File: src/rtl/bug5_trig_serializer.sv
// Trigger-launched UART-style frame generator: start, WIDTH payload bits LSB first,
// optional even parity (define BUG5_PARITY_EN), stop. Payload = PATTERN + frame count.
module bug5_trig_serializer #(
  parameter int               WIDTH   = 8,
  parameter logic [WIDTH-1:0] PATTERN = WIDTH'(8'hA5)
) (
  input  logic clk,
  input  logic trig,
  output logic data_o,
  input  logic rst,
  output logic busy_o
);

`ifdef BUG5_PARITY_EN
  typedef enum logic [2:0] {
    S_IDLE   = 3'd0,
    S_START  = 3'd1,
    S_DATA   = 3'd2,
    S_PARITY = 3'd3,
    S_STOP   = 3'd4
  } state_t;
`else
  typedef enum logic [2:0] {
    S_IDLE  = 3'd0,
    S_START = 3'd1,
    S_DATA  = 3'd2,
    S_STOP  = 3'd4
  } state_t;
`endif

  state_t           state_q, state_d;
  logic [WIDTH-1:0] shreg_q, shreg_d;
  logic [WIDTH-1:0] count_q, count_d;
  logic [5:0]       idx_q, idx_d;
  logic             trig_q;
  logic             data_q, data_d;
  logic             busy_q, busy_d;
  logic             edge_s;
  logic [WIDTH-1:0] payload_s;

`ifdef BUG5_PARITY_EN
  logic             par_q, par_d;

  function automatic logic even_parity(input logic [WIDTH-1:0] v);
    return ^v;
  endfunction
`endif

  assign edge_s    = trig & ~trig_q;
  assign payload_s = PATTERN + count_q;
  assign data_o    = data_q;
  assign busy_o    = busy_q;

  // Next-state and next-output logic; outputs are the registered values of data_d/busy_d.
  always_comb begin
    state_d = state_q;
    shreg_d = shreg_q;
    count_d = count_q;
    idx_d   = idx_q;
    data_d  = data_q;
    busy_d  = busy_q;
`ifdef BUG5_PARITY_EN
    par_d   = par_q;
`endif
    case (state_q)
      S_IDLE: begin
        if (edge_s) begin
          state_d = S_START;
          shreg_d = payload_s;
          idx_d   = 6'd0;
          data_d  = 1'b0;
          busy_d  = 1'b1;
`ifdef BUG5_PARITY_EN
          par_d   = even_parity(payload_s);
`endif
        end else begin
          data_d = 1'b1;
          busy_d = 1'b0;
        end
      end
      S_START: begin
        state_d = S_DATA;
        data_d  = shreg_q[0];
        shreg_d = shreg_q >> 1;
        idx_d   = 6'd0;
      end
      S_DATA: begin
        // idx_q counts bits already on the line; the last one has just been shown
        if (idx_q == 6'(WIDTH - 1)) begin
`ifdef BUG5_PARITY_EN
          state_d = S_PARITY;
          data_d  = par_q;
`else
          state_d = S_STOP;
          data_d  = 1'b1;
`endif
        end else begin
          data_d  = shreg_q[0];
          shreg_d = shreg_q >> 1;
          idx_d   = idx_q + 6'd1;
        end
      end
`ifdef BUG5_PARITY_EN
      S_PARITY: begin
        state_d = S_STOP;
        data_d  = 1'b1;
      end
`endif
      S_STOP: begin
        state_d = S_IDLE;
        data_d  = 1'b1;
        busy_d  = 1'b0;
        count_d = count_q + {{(WIDTH-1){1'b0}}, 1'b1};
      end
      default: begin
        state_d = S_IDLE;
        data_d  = 1'b1;
        busy_d  = 1'b0;
      end
    endcase
  end

  // State and output registers with synchronous reset.
  always_ff @(posedge clk) begin
    if (rst) begin
      state_q <= S_IDLE;
      shreg_q <= '0;
      count_q <= '0;
      idx_q   <= 6'd0;
      trig_q  <= 1'b0;
      data_q  <= 1'b1;
      busy_q  <= 1'b0;
`ifdef BUG5_PARITY_EN
      par_q   <= 1'b0;
`endif
    end else begin
      state_q <= state_d;
      shreg_q <= shreg_d;
      count_q <= count_d;
      idx_q   <= idx_d;
      trig_q  <= trig;
      data_q  <= data_d;
      busy_q  <= busy_d;
`ifdef BUG5_PARITY_EN
      par_q   <= par_d;
`endif
    end
  end

endmodule

File: config.mk
export PLATFORM = sky130hd
export DESIGN_NAME = bug5_trig_serializer
export DESIGN_NICKNAME = d
export VERILOG_FILES = /design/src/rtl/bug5_trig_serializer.sv
export SDC_FILE = /design/constraint.sdc
export NUM_CORES = 1
export LEC_CHECK = 0
export CAP_MARGIN = 20
export CORE_MARGIN = 1.5
export CORE_UTILIZATION = 50
export CTS_CLUSTER_DIAMETER = 200
export DETAILED_ROUTE_END_ITERATION = 10
export DONT_BUFFER_PORTS = 1
export PLACE_DENSITY = 0.74
export SETUP_SLACK_MARGIN = 0.4
export SYNTH_ARGS = -nofsm -noshare
export SYNTH_HDL_FRONTEND = slang
export SYNTH_SLANG_ARGS = --single-unit
File: constraint.sdc
create_clock -name clk -period 2.2 [get_ports clk]
set_clock_uncertainty 0.1 [all_clocks]
set_input_delay 0.22 -clock clk [delete_from_list [all_inputs] [get_ports clk]]
set_output_delay 0.22 -clock clk [all_outputs]
set_load 0.05 [all_outputs]
==> impl_metrics.ini <==
[worst_setup_path]
worst-path-max-fanout = 19
cpPeakStageDelay_ns = 0.79
crit_family = buffers and inverters
rrSetupSlack_ns = 0.52
worstSetupEndpointType = flip-flop
required_ns = 2.37
crit_buf_inv = 1
path_cells = dlygate4sd3_1 > or2_2 > nor4b_2 > a32o_1
crit_type = input pin to flip-flop
start_kind = input pin
cpMaxStageDelayCell = dlygate4sd3_1
worstPathArrival_ns = 1.92

[synthesis]
synth_top_family_by_area = simple AND/OR/NAND/NOR gates
synth.distinct_cells = 50
seq_area_frac_synth_pct = 37.2
synth-warning-count = 0
yosys_register_bits = 28
syn-mean-instance-area_um2 = 9.02
synth_nets = 172
ys_async_sr_fraction_pct = 0
synth_top_area_share_pct = 37.2
synth_edf_count = 0
yosys.area.top_type = dfxtp_1
synth_compound_area_share_pct = 21.7
syn_area_um2 = 1510
synthSimpleGateAreaFrac_pct = 23.7
synthAdderAreaFrac_pct = 1.66
ys.flop_type = dfxtp_1
syn_inst = 167
synth_mux_area_share_pct = 3.32
synth_xor_xnor_area_share_pct = 6.89
ys_top_cells_by_area = dfxtp_1 (37%), a21oi_1 (4.3%), xnor2_1 (3.5%), mux2i_1 (3.3%), o21ai_0 (3.0%)

[global_route]
antenna_found_initial = 0
grt_max_degree = 20
grt_pass1_vias = 1127
globalRoute.totalOverflow = 0
grt_first_pass_wirelength_um = 5250
grtUsageTotal_pct = 19.8

[timing]
max_freq_mhz = 572
fin_crit_ns = 1.75
timing.hold.ws_ns = 0.0431
rsz0062_at_grt = no
fin_setup_tns_ns = 0
slew_headroom_pct = 54.6
tightestPinTransition_ns = 0.678
hold_violations = 0
slew_violations = 0
finalSetupViolCount = 0
fin_crit_sh_pct = 79.4

[route]
vias_per_cell = 6.11
initialDrtViolationCount = 59
first_pass_iters = 7
ant_nets = 0
drt-total-wl_um = 2860
drcViolationCount = 2
wl_per_cell_um = 15.0
num_vias = 1167

[flow_run]
cap_violations = 0

[die]
die_y_um = 57.9
die_width_um = 57.9
start_util_pct = 53.7
io_pins = 5
die_area_um2 = 3350
coreArea_um2 = 2810
rows = 19

[clock_tree]
clk_pin_slew_worst_paths_ns = 0.15
cts_tree = built
cts_buffers = 3
clock-root-buffer = clkbuf_4
htree_levels = 1
numClockSinks = 28
clk_path_buf_depth = 2
clk_latency_ns = 0.33

[outcome]
violations = DRC
status = finished, violations left

[placed_design]
dp_hpwl_um = 2040
place_congestion = 0.771
io_buffers = 0
placed_area_um2 = 1480

[pwr]
power_density_nw_per_um2 = 584
peakVddDrop_mv = 0.372
p_leak_nw = 0.496
total_power_mw = 0.889

[worst_hold_path]
hold_class = input pin to flip-flop

[finish]
stdcell_area_um2 = 1520
insertedDiodeCount = 0
layout.nets = 167
areaGrowthSynthToFinish_pct = 1.08
drive_gt1_share_pct = 11.9
==> layout by cell type (no fill, tap or decap), types with 2 or more instances in the layout <==
| master | synthesis | final |
|---|---|---|
| a211oi_1 | 2 | 2 |
| a21oi_1 | 13 | 13 |
| a22oi_1 | 2 | 2 |
| a311oi_1 | 4 | 4 |
| clkbuf_4 | 0 | 3 |
| dfxtp_1 | 28 | 25 |
| dfxtp_2 | 0 | 3 |
| dlygate4sd3_1 | 0 | 2 |
| ha_1 | 2 | 2 |
| inv_1 | 3 | 3 |
| mux2i_1 | 5 | 5 |
| nand2_1 | 10 | 10 |
| nand3_1 | 7 | 7 |
| nand3b_1 | 2 | 2 |
| nand4_1 | 7 | 7 |
| nor2_1 | 9 | 9 |
| nor2b_1 | 3 | 3 |
| nor3_1 | 5 | 5 |
| o21ai_0 | 9 | 9 |
| o21ai_1 | 3 | 3 |
| o32a_1 | 2 | 2 |
| or3_1 | 3 | 3 |
| xnor2_1 | 6 | 6 |
| xor2_1 | 4 | 4 |
==> final timing paths <==
kind | start | endpoint | cells past startpoint
max | rst | shreg_q[7]$_SDFFE_PP0P_ | 4
min reg2reg | shreg_q[1]$_SDFFE_PP0P_ | shreg_q[0]$_SDFFE_PP0P_ | 2
max reg2reg | count_q[0]$_SDFFE_PP0N_ | shreg_q[6]$_SDFFE_PP0P_ | 5
min | rst | shreg_q[4]$_SDFFE_PP0P_ | 3
==> routing by layer <==
metal	routed length, um	up-vias	global-route usage [%]
li1	-	596	-
met5	0	-	0
met1	1350	560	25.8
met3	62	2	4.69
met4	19	0	1.99
met2	1430	9	34.6
==> worst register-to-register path: cells and delay by family (launching register included) <==
| family | cells | cell delay [ns] |
|---|---|---|
| AO/OA/AOI/OAI | 4 | 0.79 |
| adder cells (fa/ha/maj) | 1 | 0.29 |
| flip-flops | 1 | 0.38 |
==> state kept, by name, indices dropped and copies added (netlist names) <==
| signal | count |
|---|---|
| trig_q | 1 |
| idx_q | 6 |
| shreg_q | 8 |
| count_q | 8 |
| busy_o | 1 |
| state_q | 3 |
| data_o | 1 |
==> report_power, final <==
part / switching [mW] / internal, mW / total (mW)
logic: 0.0649 / 0.0485 / 0.113
registers: 0.0343 / 0.530 / 0.565
clock network: 0.147 / 0.0643 / 0.211
total: 0.246 / 0.643 / 0.889
==> cell families (layout without fill, tap and decap cells) <==
| logic type | after synthesis | count (layout) |
|---|---|---|
| AND/OR/NAND/NOR | 60 | 60 |
| multiplexers | 5 | 5 |
| flip-flops | 28 | 28 |
| buffers and inverters | 16 | 9 |
| XOR/XNOR | 11 | 11 |
| AO/OA/AOI/OAI | 45 | 45 |
| adder cells (fa/ha/maj) | 2 | 2 |
==> stage by stage <==
stage          setup slack [ns]  std cells  util (%)
6_report                  0.453        191      54.3
5_1_grt                   0.409        191      54.3
4_1_cts                   0.431        191      54.2
3_5_place_dp              0.384        186      52.6
3_3_place_gp              0.478        186      52.6
2_1_floorplan             0.665        167         -
==> synth_stat cells (2+ instances only) <==
cell type and instances:
dfxtp_1 28, a21oi_1 13, nand2_1 10, nor2_1 9, o21ai_0 9, clkbuf_1 8, nand3_1 7, nand4_1 7
xnor2_1 6, mux2i_1 5, nor3_1 5, a311oi_1 4, xor2_1 4, buf_6 3, inv_1 3, nor2b_1 3
o21ai_1 3, or3_1 3, a211oi_1 2, a22oi_1 2, ha_1 2, nand3b_1 2, o32a_1 2
==> cell type report <==
cell class	count	area (um^2)
timing repair buffer	2	20.0
sequential	28	564
fill	266	1280
clock buffer	3	22.5
multi-input combinational	123	862
inverter	4	15.0
tap	31	38.8
==> repair_timing <==
item	in CTS	in global routing
hold endpoints to repair	21	0
endpoints found under the setup margin	1	8
hold buffers	2	0
setup buffers	0	0
resized for setup	1	2
Note: power is estimated with default switching activity, not from simulation.
